<file path="src/rtl/mult_8_bits_pkg.sv">
// Shared constants and state encoding for the 8-bit shift-and-add multiplier.
package mult_8_bits_pkg;
    localparam int WIDTH = 8;
    localparam int STEPS = 8;

    typedef enum logic [1:0] {
        IDLE = 2'd0,
        RUN  = 2'd1,
        FIN  = 2'd2
    } mult_state_t;
endpackage

</file>
<file path="src/rtl/full_adder_8_bits_structure.sv">
// Structural 8-bit ripple-carry adder built from per-bit gate-level full adders.
module full_adder_8_bits_structure (
    input  logic       CIN,
    input  logic [7:0] A,
    input  logic [7:0] B,
    output logic [7:0] S,
    output logic       COUT
);
    logic [8:0] w_c;

    assign w_c[0] = CIN;

    for (genvar i = 0; i < 8; i++) begin : g_bit
        logic w_axb;
        assign w_axb    = A[i] ^ B[i];
        assign S[i]     = w_axb ^ w_c[i];
        assign w_c[i+1] = (A[i] & B[i]) | (w_axb & w_c[i]);
    end

    assign COUT = w_c[8];
endmodule

</file>
<file path="src/rtl/multiplier_8_bits_shift_add.sv">
// Sequential 8x8 unsigned multiplier: one shift-and-add step per clock, 16-bit product
// registered on the final step and flagged with a one-cycle DONE.
module multiplier_8_bits_shift_add
    import mult_8_bits_pkg::*;
#(
    parameter int WIDTH = mult_8_bits_pkg::WIDTH
) (
    input  logic               CLK,
    input  logic               RST,
    input  logic               START,
    input  logic [WIDTH-1:0]   A,
    input  logic [WIDTH-1:0]   B,
    output logic [2*WIDTH-1:0] P,
    output logic               BUSY,
    output logic               DONE
);
    if (WIDTH != 8) begin : g_width_check
        $error("multiplier_8_bits_shift_add: WIDTH must be 8 (adder is fixed at 8 bits)");
    end

    mult_state_t          r_state;
    logic [WIDTH-1:0]     r_m;
    logic [WIDTH-1:0]     r_acc;
    logic [WIDTH-1:0]     r_q;
    logic [2:0]           r_cnt;
    logic [2*WIDTH-1:0]   r_p;

    logic [WIDTH-1:0]     w_sum;
    logic                 w_cout;
    logic [2*WIDTH:0]     w_sel;
    logic [2*WIDTH-1:0]   w_next;
    logic                 w_last;
    logic                 w_accept;

    full_adder_8_bits_structure u_adder (
        .CIN  (1'b0),
        .A    (r_acc),
        .B    (r_m),
        .S    (w_sum),
        .COUT (w_cout)
    );

    // The adder carry lands in ACC[7] after the shift, so the 9-bit sum is never lost.
    assign w_sel    = r_q[0] ? {w_cout, w_sum, r_q} : {1'b0, r_acc, r_q};
    assign w_next   = w_sel[2*WIDTH:1];
    assign w_last   = (r_cnt == 3'(STEPS - 1));
    assign w_accept = START && (r_state == IDLE || r_state == FIN);

    always_ff @(posedge CLK) begin
        if (RST) begin
            r_state <= IDLE;
        end else begin
            case (r_state)
                IDLE:    r_state <= w_accept ? RUN : IDLE;
                RUN:     r_state <= w_last ? FIN : RUN;
                FIN:     r_state <= w_accept ? RUN : IDLE;
                default: r_state <= IDLE;
            endcase
        end
    end

    always_ff @(posedge CLK) begin
        if (RST) begin
            r_m   <= '0;
            r_acc <= '0;
            r_q   <= '0;
            r_cnt <= '0;
            r_p   <= '0;
        end else if (w_accept) begin
            r_m   <= A;
            r_q   <= B;
            r_acc <= '0;
            r_cnt <= '0;
        end else if (r_state == RUN) begin
            r_acc <= w_next[2*WIDTH-1:WIDTH];
            r_q   <= w_next[WIDTH-1:0];
            r_cnt <= r_cnt + 3'd1;
            if (w_last) begin
                r_p <= w_next;
            end
        end
    end

    assign P    = r_p;
    assign BUSY = (r_state == RUN);
    assign DONE = (r_state == FIN);
endmodule
</file>
<file path="config.mk">
export PLATFORM = sky130hd
export DESIGN_NAME = multiplier_8_bits_shift_add
export DESIGN_NICKNAME = d
export VERILOG_FILES = /design/src/rtl/mult_8_bits_pkg.sv /design/src/rtl/full_adder_8_bits_structure.sv /design/src/rtl/multiplier_8_bits_shift_add.sv
export SDC_FILE = /design/constraint.sdc
export NUM_CORES = 1
export LEC_CHECK = 0
export ABC_AREA = 1
export CAP_MARGIN = 25
export CELL_PAD_IN_SITES_DETAIL_PLACEMENT = 1
export CELL_PAD_IN_SITES_GLOBAL_PLACEMENT = 1
export CORE_ASPECT_RATIO = 1.5
export CORE_MARGIN = 1
export CORE_UTILIZATION = 25
export CTS_CLUSTER_SIZE = 12
export DETAILED_ROUTE_END_ITERATION = 10
export GPL_TIMING_DRIVEN = 0
export PLACE_DENSITY = 0.66
export SLEW_MARGIN = 20
export SYNTH_ARGS = -nofsm -noshare
export SYNTH_HDL_FRONTEND = slang
export SYNTH_SLANG_ARGS = --single-unit
</file>
<file path="constraint.sdc">
create_clock -name CLK -period 9.7 [get_ports CLK]
set_input_delay 1.94 -clock CLK [delete_from_list [all_inputs] [get_ports CLK]]
set_output_delay 1.94 -clock CLK [all_outputs]
set_load 0.03 [all_outputs]
</file>
* Yosys cells after proc, flatten, opt, wreduce, memory -nomap -nowiden
Index checks and enable logic that the tools add are counted. W data, S select, Z words.
Storage, ports and cells: register bits after elaboration 45, bits of input ports 19, output and inout bits 18, word-level logic and storage cells 61
Operators by class: muxes and demuxes 6, reduce and logical (&&, ||, !) cells 7, equal/unequal tests 3, $add $sub $neg 1, bitwise gates (word level) 38
Operator list (count):
- $mux W17 | 1
- $mux W8 | 2
- $and A1 B1 Y1 | 15
- $xor A1 B1 Y1 | 15
- $or A1 B1 Y1 | 7
- $pmux W2 S2 | 1
- $reduce_or A2 Y1 | 2
- $add A3 B1 Y3 const B | 1
- $eq A3 B3 Y1 const B | 1
- $reduce_and A3 Y1 | 1
- $eq A2 B1 Y1 const B | 1
- $eq A2 B2 Y1 const B | 1
- $logic_not A2 Y1 | 1
- $mux W2 | 1
- $reduce_bool A2 Y1 | 1
- $logic_and A1 B1 Y1 | 1
- $logic_or A1 B1 Y1 | 1
- $mux W1 | 1
- $not A1 Y1 | 1

* Depth between registers and ports, before layout
depth after elaboration 18, depth in mapped cells 10, mapped depth without buffers 10

* By module
A second synthesis with hierarchy kept.
Unflattened totals: cell total of the unflattened synthesis 251, area total of the unflattened synthesis 2026.9 um^2
By module, submodules not included:
- multiplier_8_bits_shift_add | sequential area each 900.9 um^2, cells each 233, area an instance 1829.3 um^2, times used 1
- full_adder_8_bits_structure | sequential area each 0.0 um^2, cells each 18, area an instance 197.7 um^2, times used 1

* Worst setup path after synthesis
Ideal clock, no wire load.
kind reg2reg, start register r_m[0], end register r_acc[6], clock period less this slack 3587 ps, path buffers 0, cell stages (with the launch flop) 11, data required time 9577 ps, path slack 6113 ps, setup time 123 ps, data arrival time 3463 ps, cell sequence dfxtp_1 ha_1 fa_1 fa_1 fa_1 fa_1 fa_1 fa_1 fa_1 o21ai_0 a21oi_1
Between the ends: longest elaborated chain between the ends 15
RTL lines:
- start: declaration | line multiplier_8_bits_shift_add.sv:22 | logic [WIDTH-1:0] r_m;
- start signal: assignment | line multiplier_8_bits_shift_add.sv:64 | r_m <= '0;
- start signal: assignment | line multiplier_8_bits_shift_add.sv:70 | r_m <= A;
- $and A1 B1 Y1 (2 in series) | line full_adder_8_bits_structure.sv:17 | assign w_c[i+1] = (A[i] & B[i]) | (w_axb & w_c[i]);
- $or A1 B1 Y1 | line full_adder_8_bits_structure.sv:17
- $and A1 B1 Y1 | line full_adder_8_bits_structure.sv:17
- $or A1 B1 Y1 | line full_adder_8_bits_structure.sv:17
- $and A1 B1 Y1 | line full_adder_8_bits_structure.sv:17
- $or A1 B1 Y1 | line full_adder_8_bits_structure.sv:17
- $and A1 B1 Y1 | line full_adder_8_bits_structure.sv:17
- $or A1 B1 Y1 | line full_adder_8_bits_structure.sv:17
- $and A1 B1 Y1 | line full_adder_8_bits_structure.sv:17
- $or A1 B1 Y1 | line full_adder_8_bits_structure.sv:17
- $and A1 B1 Y1 | line full_adder_8_bits_structure.sv:17
- $or A1 B1 Y1 | line full_adder_8_bits_structure.sv:17
- $xor A1 B1 Y1 | line full_adder_8_bits_structure.sv:16 | assign S[i] = w_axb ^ w_c[i];
- $mux W17 | line multiplier_8_bits_shift_add.sv:44 | assign w_sel = r_q[0] ? {w_cout, w_sum, r_q} : {1'b0, r_acc, r_q};
- end signal: assignment | line multiplier_8_bits_shift_add.sv:75 | r_acc <= w_next[2*WIDTH-1:WIDTH];
- end: declaration | line multiplier_8_bits_shift_add.sv:23 | logic [WIDTH-1:0] r_acc;
No other way between the ends. A chain may end at the register's enable or synchronous reset.

* Final worst setup path
Same ends and word-level chain as after synthesis.

==> run metrics <==
Initial Util 0.259; cell count after synthesis 246; Leak 1.17 nW; post-CTS sizing 0; leading area contributor after synthesis dfxtp_1; IO Port Bufs 36; Final Core Density 0.341; Main synth FF type dfxtp_1; worst setup margin between 5 and 6 ns; Worst VDD drop ~0.000097 V; # rows 39; Yosys reg bits 45; Num CTS Buffers 5; number of remaining DRC errors 0; placed insts 384; I/O pins 37; routed vias/inst around 4.4; DR iter-0 viols between 70 and 80; layout filler cell count between 900 and 1000; initial antenna violation count 0; die width 74.7 µm; Worst R2R Start r_m[0]; post-CTS setup buffer count 0; final setup TNS 0 ns; DRT antenna net count 0; Mapped Avg Cell Area approximately 8 µm²; syn nets 275; Mapped Area between 1500 and 2000 µm²; top cell type's share of synthesized area 0.455; Synth-to-Final Area Change 31.8%; worst endpoint required time just under 10 ns; Wirelength per Cell 13.4 µm; Final period util 0.390; Layout Cells excl Fill slightly below 400; Final nets 318; Worst-Margin Slew ~0.56 ns; final setup violation count 0; Worst Path Max Fanout 2; critical path type reg -> reg; Total Wirelength approximately 5200 µm; vias in the first global route around 1800; vias post-DR between 1500 and 2000; hold_sp r_cnt[2]; Overflow after GRT 0; Max clock buf depth 2; asr flop ratio synth 0; Hold Crit Endpoint r_cnt[2]; die area just over 8000 µm²; Clock Skew roughly 0.0035 ns; ant diodes 0; Global Route Usage Sum 0.140; Reg2Reg Capture Point r_acc[6]; fmax between 200 and 300 MHz; Synthesis Warnings 0; minimum clock period 3.79 ns; Fin. Hold Viols 0; outcome complete, no violations; number of synthesized flops with an enable pin 0; flop-to-flop setup slack about 5.9 ns; RSZ-0062 raised after global routing no; worst hold-check path type reg -> reg; hold depth 2; Slew headroom 0.630; largest cells by area after synthesis dfxtp_1, o21ai_0, nor2_1; first-pass GRT wire length 8740 µm; Worst EP arrival 3.95 ns; CP Capture Type flop; flip-flop and latch area around 900 µm²; number of cells on the worst reg-to-reg path 10; router iterations before antenna repair 4; largest net degree at the start of global routing 13; H-tree Lvls 2; hold_buf cts 0; commonest non-fill, non-tap cell in the layout nor2_1; share of layout cells above drive strength 1 0.0969; clock sink count 45; Reg clk slew, reported paths ~0.060 ns; CTS Root Cell clkbuf_16; Slew Limit Fails 0; Critical Path Source Type flop; Seq/Total Area, Yosys 0.455; clock latency on the worst-skew pair 0.28 ns; core footprint roughly 7700 µm²; hpwl dp 3840 µm; CTS tree done; commonest cells after routing, fill and taps aside nor2_1, dfxtp_1, o21ai_0; die height roughly 110 µm; Multi-input gate area approximately 940 µm²; PwrDens ~160 nW/µm²; pre-CTS setup slack about 5.9 ns; Max Cap Viol 0; Yosys cell types 23; gp weighted congestion approximately 0.73; crit path from r_m[0]
-- how the worst max path moves through the flow --
stage,to,slack [ns],cells after the start
detailed placement,P[14],5.92,10
global placement,r_acc[6],5.91,10
floorplan,r_acc[6],6.11,10
CTS,r_acc[6],5.90,10
global route,P[14],5.73,10
finish,r_acc[6],5.91,10
-- routing by layer --
layer  vias up  GRT usage  part of all wire
met5         -          0                 0
met4         0     0.0528             0.019
met3         7     0.0191             0.028
met2        34      0.252              0.53
met1       803      0.160              0.42
li1        865          -                 -
-- cell families after synthesis --
kind of cell,synth area share
buffers and inverters,0.0726
AND/OR/NAND/NOR,0.229
AO/OA/AOI/OAI,0.149
XOR/XNOR,0.00442
flip-flops,0.455
adder cells (fa/ha/maj),0.0897
-- per-stage QoR --
stage | instance area (µm²) | power (mW) | hold slack (ns)
global route | 2610 | 0.446 | 0.499
floorplan | 1980 | 0.239 | 0.446
global placement | 2470 | 0.259 | 0.456
detailed placement | 2470 | 0.261 | 0.467
CTS | 2610 | 0.432 | 0.487
finish | 2610 | 0.424 | 0.483
-- synthesized netlist by cell type, types with 2 or more instances --
cell	instances
nor2_1	49
o21ai_0	44
buf_6	2
ha_1	3
buf_2	3
nand3_1	8
fa_1	7
inv_1	21
dfxtp_1	45
o21ai_1	2
nand2_4	3
clkbuf_1	3
inv_2	2
a21oi_1	13
or2_2	7
nand2_1	27
-- flip-flops by register name, summed over array words and instances (netlist names) --
name and count:
P 16, r_acc 8, r_m 8, r_q 8, r_cnt 3, r_state 2
-- area by class of cell --
| cell class | count | share of cell area |
|---|---|---|
| Timing Repair Buffer | 36 | 0.138 |
| Tap cell | 102 | 0.0489 |
| Inverter | 24 | 0.0364 |
| Buffer | 8 | 0.0187 |
| Clock buffer | 7 | 0.0546 |
| Sequential cell | 45 | 0.345 |
| Multi-Input combinational cell | 169 | 0.358 |
-- worst max-delay path: stages (launching register included) --
cell and delay, ns:
dfxtp_1 0.32, ha_1 0.21, fa_1 0.38, fa_1 0.40
fa_1 0.40, fa_1 0.40, fa_1 0.40, fa_1 0.39
fa_1 0.43, o21ai_0 0.23, a21oi_1 0.10
-- where the power goes --
group / total (mW) / switching (mW) / leakage, nW / internal, mW
sequential: 0.202 / 0.00758 / 0.367 / 0.194
clock: 0.168 / 0.0666 / 0.0700 / 0.101
combinational: 0.0543 / 0.0314 / 0.737 / 0.0229
(Power assumes the default switching activity.)
